--- config.mk ---
export PLATFORM = sky130hd
export DESIGN_NAME = zx_sound_ports_n
export DESIGN_NICKNAME = d
export VERILOG_FILES = /design/src/rtl/zx_sound_ports_n.sv
export SDC_FILE = /design/constraint.sdc
export NUM_CORES = 1
export LEC_CHECK = 0
export ABC_AREA = 1
export CAP_MARGIN = 10
export CORE_MARGIN = 4
export CORE_UTILIZATION = 36
export DETAILED_ROUTE_END_ITERATION = 12
export GPL_TIMING_DRIVEN = 1
export PLACE_DENSITY = 0.82
export SKIP_LAST_GASP = 1
export SYNTH_ARGS = -nofsm -noshare
export SYNTH_HDL_FRONTEND = slang
export SYNTH_SLANG_ARGS = --single-unit
--- constraint.sdc ---
create_clock -name cpu_clock -period 2.2 [get_ports cpu_clock]
set_input_delay 0.44 -clock cpu_clock [delete_from_list [all_inputs] [get_ports cpu_clock]]
set_output_delay 0.44 -clock cpu_clock [all_outputs]
set_load 0.1 [all_outputs]
--- src/rtl/zx_sound_ports_n.sv ---
// zx_sound_ports_n: Z80 port decoder and sound control for the ZX sound board (TurboSound select, AY bus, beeper, covox, YM clock).
// Covox port #FB is built only when ZX_SOUND_PORTS_COVOX_EN is defined.
module zx_sound_ports_n #(
    parameter int         NUM_CHIPS  = 2,
    parameter int         YM_CLK_DIV = 2,
    parameter logic [3:0] COVOX_ADDR = 4'hB
) (
    input  logic                 cpu_clock,
    input  logic                 reset,
    input  logic [15:0]          a,
    input  logic [7:0]           d,
    input  logic                 m1,
    input  logic                 iorq,
    input  logic                 wr,
    input  logic                 rd,
    input  logic                 div_bypass,
    output logic                 bdir,
    output logic                 bc1,
    output logic [NUM_CHIPS-1:0] ym_sel,
    output logic                 ym_clock,
    output logic [7:0]           covox_data,
    output logic                 covox_strobe,
    output logic                 beeper,
    output logic                 tapeout,
    output logic                 ioge_c
);
    localparam int HALF = YM_CLK_DIV / 2;

    logic                 w_ay_addr, w_ay_hit, w_ts_code, w_ts_blk, w_ts_ok;
    logic                 w_wr_cyc, w_event, w_cov_ev, w_unused;
    logic [2:0]           w_ts_idx;
    logic                 r_wr_cyc_q, r_ym_div, r_ioge, r_beeper, r_tapeout;
    logic [3:0]           r_div_cnt;
    logic [NUM_CHIPS-1:0] r_ym_sel;

    assign w_ay_addr = a[0] & ~a[1] & a[2] & a[3] & a[13] & a[15] & m1;
    assign w_ay_hit  = w_ay_addr & ~iorq;
    assign w_ts_code = d[7:3] == 5'b11111;
    assign w_ts_idx  = 3'd7 - d[2:0];
    assign w_ts_ok   = int'(w_ts_idx) < NUM_CHIPS;
    // any 0xF8..0xFF write to #FFFD is a select byte and must never reach the AY
    assign w_ts_blk  = w_ay_hit & a[14] & ~wr & w_ts_code;
    assign w_wr_cyc  = ~iorq & ~wr & m1;
    assign w_event   = w_wr_cyc & ~r_wr_cyc_q;
    assign w_cov_ev  = w_event & (a[3:0] == COVOX_ADDR);

    assign bdir     = w_ay_hit & ~wr & ~w_ts_blk;
    assign bc1      = w_ay_hit & a[14] & (~wr | ~rd) & ~w_ts_blk;
    assign ym_sel   = r_ym_sel;
    assign ym_clock = div_bypass ? cpu_clock : r_ym_div;
    assign beeper   = r_beeper;
    assign tapeout  = r_tapeout;
    assign ioge_c   = r_ioge;

    always_ff @(posedge cpu_clock) begin
        if (reset) begin
            r_wr_cyc_q <= 1'b1;
            r_ioge     <= 1'b0;
            r_ym_sel   <= NUM_CHIPS'(1);
            r_beeper   <= 1'b0;
            r_tapeout  <= 1'b0;
            r_div_cnt  <= 4'd0;
            r_ym_div   <= 1'b0;
        end else begin
            r_wr_cyc_q <= w_wr_cyc;
            r_ioge     <= w_ay_addr;
            r_div_cnt  <= (r_div_cnt == 4'(HALF - 1)) ? 4'd0 : r_div_cnt + 4'd1;
            r_ym_div   <= (r_div_cnt == 4'(HALF - 1)) ? ~r_ym_div : r_ym_div;
            if (w_event & w_ay_hit & a[14] & w_ts_code & w_ts_ok)
                r_ym_sel <= NUM_CHIPS'(1) << w_ts_idx;
            if (w_event & ~a[0] & a[1] & a[2] & a[3]) begin
                r_beeper  <= d[4];
                r_tapeout <= d[3];
            end
        end
    end

`ifdef ZX_SOUND_PORTS_COVOX_EN
    logic [7:0] r_covox_data;
    logic       r_covox_strobe;

    always_ff @(posedge cpu_clock) begin
        if (reset) begin
            r_covox_data   <= 8'h00;
            r_covox_strobe <= 1'b0;
        end else begin
            r_covox_strobe <= w_cov_ev;
            if (w_cov_ev)
                r_covox_data <= d;
        end
    end

    assign covox_data   = r_covox_data;
    assign covox_strobe = r_covox_strobe;
    assign w_unused     = ^a[12:4];
`else
    assign covox_data   = 8'h00;
    assign covox_strobe = 1'b0;
    assign w_unused     = ^{a[12:4], w_cov_ev};
`endif
endmodule

# After elaboration in Yosys (flattened, before gate mapping)
# Index checks and enable logic that the tools add are counted.
# totals
regBits,11
latch_bits,0
ram_bits,0
mem_bits_ro,0
output_inout_bits,17
n_memories,0
# classes
n_addsub,2
multipliers,0
div,0
n_lt_le_gt_ge,1
n_eq_ne,1
shifts,1
muxes,1
bitwise_logic,34
n_reduce_logical,2
# op_table
cell,n
1-bit AND,25
1-bit NOT,8
"5-bit equality test, second input constant",1
"4-bit by 1-bit adder with 4-bit output, second input constant",1
4-bit zero test,1
"3-bit by 2-bit < comparator with 1-bit output, second input constant",1
"1-bit by 3-bit << shifter with 2-bit output, first input constant",1
"3-bit subtractor, first input constant",1
2-bit OR reduction,1
1-bit two-way mux,1
1-bit bitwise OR,1

# Logic depth before layout (Yosys ltp)
# Gate-level depths: netlist of the first run.
# depth
depth_word,13
ltp_mapped,8

==> results of run 1 <==
## cells in the mapped netlist
cell / number
nor3_1: 2
nor2_4: 3
nor2_2: 3
buf_4: 9
a21oi_2: 1
nand4_1: 1
inv_1: 7
a21oi_1: 3
nand3b_2: 1
bufinv_8: 1
conb_1: 1
nand3_1: 5
nand3_4: 1
o21ai_1: 2
inv_2: 4
dfxtp_1: 11
o211ai_1: 1
nand2_2: 1
xnor2_1: 1
and3_1: 1
a211oi_1: 1
o21ai_0: 2
nor2_1: 10
ha_1: 2
nand2_1: 15
## sequential cells by signal, indices dropped and copies added (netlist names)
register	count
r_div_cnt	4
ym_sel	2
beeper	1
ioge_c	1
r_wr_cyc_q	1
r_ym_div	1
tapeout	1
## path summary, 6_finish.rpt
path                              to  slack, ns  depth (start not counted)
max                         ym_clock       0.05                          5
min          r_div_cnt[3]$_SDFF_PP0_       0.46                          2
max reg2reg  r_div_cnt[3]$_SDFF_PP0_       1.15                          7
min reg2reg  r_div_cnt[3]$_SDFF_PP0_       0.46                          2
## tightest hold or removal path, delay by kind of cell, from the launching register on
family / cells / cell delay (ns)
buf+inv: 1 / 0.06
flops: 1 / 0.31
compound gates: 1 / 0.05
## cell type report
type | count | area share
repair buffers | 34 | 0.312
well taps | 25 | 0.0285
flip-flops and latches | 11 | 0.200
inverters | 12 | 0.0535
clock buffers | 8 | 0.0513
multi-input cells | 65 | 0.354
## cells in the final DEF, fill, tap and decap left out, types with 2 or more instances in the layout
cell type        count
clkdlybuf4s50_1     14
nand2_1             12
dfxtp_1             11
buf_4               10
nor2_1               9
conb_1               9
clkbuf_4             7
inv_1                6
nand3_1              5
inv_2                5
nor2_2               4
nand2_2              4
dlymetal6s2s_1       4
nor2_4               3
a21oi_1              3
dlygate4sd2_1        3
nor3_1               2
o21ai_0              2
ha_1                 2
buf_12               2
## per-stage QoR
stage,power [mW],utilization
after floorplan,0.391,-
after global placement,0.442,0.570
after detailed placement,0.443,0.570
after CTS,0.660,0.603
after global routing,0.694,0.629
final,0.654,0.629
## per-layer routing
layer | GRT usage | routed length (µm) | up-vias
met5 | 0 | 0 | -
met4 | 0.135 | 31 | 0
met3 | 0.0875 | 192 | 4
met2 | 0.189 | 772 | 27
met1 | 0.149 | 704 | 279
li1 | - | - | 345
## power by group through the flow
stage | Combinational (mW) | Sequential, mW | Clock [mW]
global placement | 0.138 | 0.207 | 0.0967
floorplan | 0.102 | 0.208 | 0.0799
global route | 0.147 | 0.203 | 0.344
finish | 0.141 | 0.202 | 0.311
detailed placement | 0.139 | 0.207 | 0.0967
CTS | 0.140 | 0.202 | 0.318
## repair_timing
item,4_1_cts,5_1_grt
endpoints found under the setup margin,5,2
resized for setup,9,11
pin swaps,3,5
setup buffers,2,2
## cells by family (layout without fill, tap and decap cells)
logic type                 after synthesis  after routing  share of synthesized area
and+or+nand+nor                         43             43                      0.341
buffers and inverters                   21             54                      0.188
DFF                                     11             11                      0.328
AOI/OAI and AO/OA                       10             10                     0.0875
adders and majority gates                2              2                     0.0372
other                                    1              9                    0.00558
xor gates and xnor gates                 1              1                     0.0130
==> results_dict.tcl, run 1 <==
set metrics [dict create \
    outcome "finished clean" \
    viasPerCell 4.23 \
    rows 15 \
    antenna_found_initial 0 \
    drt-total-wl_um 1700 \
    rsz0062_at_grt "no" \
    critical_path.max_fanout 2 \
    synth.area.top_cells "dfxtp_1 (33%), buf_4 (10%), nand2_1 (8.4%)" \
    clk_pin_slew_worst_paths_ns 0.07 \
    path_common_cell "clkbuf_4" \
    wl_per_cell_um 11.0 \
    syn2layout_area_growth_pct 63.5 \
    p_clk_frac 0.475 \
    placed_area_um2 995 \
    die_h_um 51.2 \
    gp_congestion 0.799 \
    dp_hpwl_um 1240 \
    worstPathArrival_ns 1.71 \
    finalSetupViolations 0 \
    place_inst 144 \
    hp-start "r_div_cnt[3]$_SDFF_PP0_" \
    grt-ovfl-total 0 \
    multi_input_area_um2 389 \
    max_cap_viol_count 0 \
    r2r-start "r_div_cnt[0]$_SDFF_PP0_" \
    combPwrFrac 0.215 \
    critPathMaxStageDelay_ns 0.27 \
    nFillCells 156 \
    final_hold_viol_count 0 \
    p_per_area_nw_per_um2 596 \
    clock_skew_ns 0.00136 \
    fin_cells 155 \
    drt_iter0_markers 8 \
    dpl_worst_slack_ns -0.420 \
    drive_above_1_share 0.323 \
    seq_area_um2 220 \
    worst_slack_ns 0.0465 \
    cp_slowest_cell "clkbuf_4" \
    synth_warnings 0 \
    critical_path_class "clock port to primary output" \
    antenna_cells 0 \
    fin_tns_setup_ns 0 \
    die_x_um 51.2 \
    grt_start_max_net_pins 10 \
    drcViolationCount 0 \
    seq_area_frac_synth 0.328 \
    required_ns 1.76 \
    synth_area_um2 672 \
    ioPinCount 48 \
    synth_cell_types 25 \
    start_util 0.385 \
    drtAntennaViolNets 0 \
    seq_power_share 0.309 \
    syn_area_per_cell_um2 7.55 \
    switching_power_mw 0.263 \
    path_buf_inv 3 \
    cts_tree "yes" \
    yosys.area.top_type_share 0.328 \
    crit_family "buffers and inverters" \
    core_um2 1750 \
    vias 655 \
    intPower_mw 0.392 \
    synthCells 89 \
    synth-seq-cells 11 \
    hold_class "flop to flop" \
    final_cell_area_um2 1100 \
    dieArea_um2 2620 \
    postCtsHoldBufs 0 \
    synth_top_area_cell "dfxtp_1" \
    power.leakage_nw 0.520 \
    cp-end-kind "primary output" \
    cp-startpoint "cpu_clock" \
    hold_ws_ns 0.461 \
    io_buffers 29 \
    grt_pass1_wl_um 2570 \
    firstDrtPassIters 4 \
    clock_latency_ns 0.37 \
    peakVddDrop_mv 0.508 \
    crit_chain "clkbuf_4 -> clkbuf_4 -> nand2_1 -> o21ai_2 -> clkbuf_4" \
    critPathLaunchType "clock port" \
    nNetsFinal 164 \
    track_usage 0.142 \
    finalMaxSlewViolations 0 \
    switching_share 0.401 \
    grt_pass1_vias 621 \
]
Note: power is estimated with default switching activity, not from simulation.
==> run 2, diff against run 1 <==
Settings changed: SKIP_CTS_REPAIR_TIMING from default to 1.
==> results_dict.tcl, run 2 (synthesis gave the netlist of run 1 again) <==
set metrics [dict create \
    outcome "finished clean" \
    critical_path_class "clock port to primary output" \
    syn2layout_area_growth_pct 64.8 \
    fin_cells 155 \
    hold_class "input pin to flop" \
    grt_start_max_net_pins 10 \
    multi_input_area_um2 389 \
    dp_hpwl_um 1240 \
    nFillCells 160 \
    critPathMaxStageDelay_ns 0.28 \
    cp_slowest_cell "buf_2" \
    cts_tree "yes" \
    path_common_cell "clkbuf_4" \
    nNetsFinal 164 \
    drt-total-wl_um 1740 \
    required_ns 1.76 \
    finalMaxSlewViolations 0 \
    drt_iter0_markers 9 \
    grt-ovfl-total 0 \
    largest_reg_flops 4 \
    cp-end-kind "primary output" \
    layout_common_cells "clkdlybuf4s50_1 (14), nand2_1 (12), dfxtp_1 (11), buf_4 (10)" \
    fin_tns_setup_ns 0 \
    wl_per_cell_um 11.2 \
    top_register "r_div_cnt" \
    seq_area_um2 220 \
    track_usage 0.137 \
    dieArea_um2 2620 \
    crit_chain "clkbuf_4 -> clkbuf_4 -> nand2_1 -> o21ai_2 -> buf_2" \
    antenna_cells 0 \
    clock_latency_ns 0.37 \
    drtAntennaViolNets 0 \
    rsz0062_at_grt "yes" \
    clock_skew_ns 0.000953 \
    viasPerCell 4.29 \
    finalSetupViolations 0 \
    core_um2 1750 \
    firstDrtPassIters 4 \
    antenna_found_initial 0 \
    rows 15 \
    die_x_um 51.2 \
    final_hold_viol_count 0 \
    placed_area_um2 995 \
    max_cap_viol_count 0 \
    io_buffers 29 \
    ioPinCount 48 \
    critPathLaunchType "clock port" \
    critical_path.max_fanout 2 \
    place_inst 144 \
    final_cell_area_um2 1110 \
    peakVddDrop_mv 0.497 \
    drive_above_1_share 0.323 \
    final_common_cell "clkdlybuf4s50_1" \
    drcViolationCount 0 \
    gp_congestion 0.799 \
    vias 665 \
    clk_pin_slew_worst_paths_ns 0.07 \
    grt_pass1_wl_um 2460 \
    worstPathArrival_ns 1.73 \
    p_per_area_nw_per_um2 588 \
    power.leakage_nw 0.543 \
    grt_pass1_vias 606 \
    die_h_um 51.2 \
    fin_util 0.634 \
    start_util 0.385 \
]
-- run 2: power breakdown --
part | switching, mW | leakage (nW) | internal [mW] | total, mW
Clock | 0.164 | 0.0382 | 0.142 | 0.306
Combinational | 0.0976 | 0.416 | 0.0447 | 0.142
Sequential | 0.000736 | 0.0893 | 0.202 | 0.202
-- run 2: worst max-delay path: cells and delay by family --
kind,cells,cell delay (ns)
simple gates,1,0.06
buf+inv,3,0.51
compound gates,1,0.05
-- run 2: area by class of cell --
class,count,area share
Inverter,12,0.0531
Tap cell,25,0.0282
Sequential cell,11,0.199
Multi-Input combinational cell,65,0.351
Timing Repair Buffer,34,0.320
Clock buffer,8,0.0486
-- run 2: worst paths after layout --
kind / from / to / slack (ns) / depth (start not counted)
min reg2reg: r_div_cnt[3]$_SDFF_PP0_ / r_div_cnt[3]$_SDFF_PP0_ / 0.46 / 2
min: m1 / r_wr_cyc_q$_SDFF_PP1_ / 0.45 / 4
max reg2reg: r_div_cnt[0]$_SDFF_PP0_ / r_div_cnt[3]$_SDFF_PP0_ / 1.15 / 7
max: cpu_clock / ym_clock / 0.03 / 5
-- run 2: routing by layer --
layer,vias up,global-route usage,part of all wire
li1,344,-,-
met1,292,0.142,0.42
met2,25,0.178,0.48
met3,4,0.0904,0.082
met4,0,0.135,0.018
met5,-,0,0
-- run 2: metrics by stage --
stage | setup WS [ns] | hold slack [ns] | power [mW]
3_3_place_gp | -0.411 | 0.443 | 0.442
6_report | 0.0348 | 0.445 | 0.651
4_1_cts | -0.661 | 0.460 | 0.669
3_5_place_dp | -0.420 | 0.450 | 0.443
2_1_floorplan | -0.0194 | 0.430 | 0.391
5_1_grt | -0.00542 | 0.459 | 0.691
==> run 3, diff against run 2 <==
Settings changed: CORE_MARGIN 4 to default, CORE_UTILIZATION 36 to 34, PLACE_DENSITY 0.82 to 0.78, SETUP_SLACK_MARGIN from default to 0.4.
Clock period 2.2 ns to 2.22 ns, I/O delays scaled along.
==> results_dict.tcl, run 3 (synthesis gave the netlist of run 1 again) <==
set metrics [dict create \
    top_register "r_div_cnt" \
    placed_area_um2 1040 \
    cts_tree "yes" \
    syn2layout_area_growth_pct 71.7 \
    multi_input_area_um2 424 \
    finalSetupViolations 0 \
    clock_latency_ns 0.39 \
    io_buffers 29 \
    peakVddDrop_mv 0.744 \
    grt_pass1_wl_um 2350 \
    wl_per_cell_um 10.9 \
    rows 15 \
    track_usage 0.165 \
    ioPinCount 48 \
    r2r-start "r_div_cnt[0]$_SDFF_PP0_" \
    largest_reg_flops 4 \
    required_ns 1.78 \
    die_h_um 46.5 \
    drcViolationCount 0 \
    grt_pass1_vias 576 \
    drive_above_1_share 0.375 \
    grt_start_max_net_pins 10 \
    fin_cells 153 \
    drt-total-wl_um 1670 \
    total_power_mw 0.741 \
    hold_class "input pin to flop" \
    firstDrtPassIters 4 \
    nNetsFinal 162 \
    hold_depth 3 \
    p_per_area_nw_per_um2 642 \
    drtAntennaViolNets 0 \
    final_hold_viol_count 0 \
    drt_iter0_markers 4 \
    die_x_um 46.5 \
    final_cell_area_um2 1150 \
    viasPerCell 4.37 \
    core_um2 1780 \
    rsz0062_at_grt "yes" \
    place_inst 144 \
    critical_path.max_fanout 2 \
    dieArea_um2 2160 \
    vias 669 \
    fin_tns_setup_ns 0 \
    clock_skew_ns 0.00877 \
    grt-ovfl-total 0 \
    cp-end-kind "primary output" \
    worstRegToRegCells 7 \
    finalMaxSlewViolations 0 \
    critical_path_class "clock port to primary output" \
    seq_area_um2 220 \
    nFillCells 163 \
    antenna_cells 0 \
    outcome "finished clean" \
    power.leakage_nw 0.600 \
    hp-start "d[4]" \
    layout_common_cells "dfxtp_1 (11), dlymetal6s2s_1 (11), nor2_1 (10), nand2_1 (10)" \
    critPathLaunchType "clock port" \
    hold_ws_ns 0.376 \
    start_util 0.377 \
    max_cap_viol_count 0 \
    antenna_found_initial 0 \
    dp_hpwl_um 1250 \
    hold_end "beeper$_SDFFE_PP0P_" \
    r2r-end "r_div_cnt[3]$_SDFF_PP0_" \
    gp_congestion 0.645 \
    clk_pin_slew_worst_paths_ns 0.08 \
    worstPathArrival_ns 1.59 \
    reg2reg_setup_slack_ns 1.16 \
]
## run 3: cell types whose count changed in the layout (fill, tap and decap cells not counted), sizes merged
cell	previous run	this run
buf	14	15
clkdlybuf4s50	14	5
clkbuf	7	9
dlymetal6s2s	7	11
## run 3: power breakdown
| group | leakage [nW] | switching [mW] | total, mW | internal (mW) |
|---|---|---|---|---|
| Clock | 0.0519 | 0.189 | 0.396 | 0.206 |
| Sequential | 0.0893 | 0.00104 | 0.201 | 0.200 |
| Combinational | 0.459 | 0.101 | 0.144 | 0.0423 |
| Total | 0.600 | 0.292 | 0.741 | 0.449 |
## run 3: worst max path at each step
stage / start / end / slack [ns] / cells past startpoint
after floorplan: a[1] / bdir / 0.23 / 5
after global placement: div_bypass / ym_clock / -0.47 / 4
after CTS: cpu_clock / ym_clock / -0.69 / 5
after global routing: cpu_clock / ym_clock / 0.17 / 5
final: cpu_clock / ym_clock / 0.18 / 5
after detailed placement: div_bypass / ym_clock / -0.47 / 4
## run 3: worst max-delay path, stage by stage
cell and delay, ns:
buf_6 0.09, buf_6 0.10, nand2_4 0.05, o21ai_4 0.06, buf_12 0.17
## run 3: area by class of cell
type,instances,share of cell area
Sequential cell,11,0.191
Tap cell,25,0.0271
Timing Repair Buffer,32,0.286
Clock buffer,8,0.0662
Inverter,12,0.0618
Multi-Input combinational cell,65,0.368
## run 3: metrics by stage
stage,utilization,setup WS [ns]
4_1_cts,0.612,-0.685
3_3_place_gp,0.585,-0.467
2_1_floorplan,-,0.234
3_5_place_dp,0.585,-0.473
5_1_grt,0.647,0.171
6_report,0.647,0.185
## run 3: per-layer routing
layer,global-route usage,vias to the layer above,share of wire,wire (µm)
met1,0.165,292,0.38,640
met3,0.0706,6,0.077,129
met4,0.118,0,0.030,50
met2,0.269,32,0.51,847
li1,-,339,-,-
met5,0,-,0,0
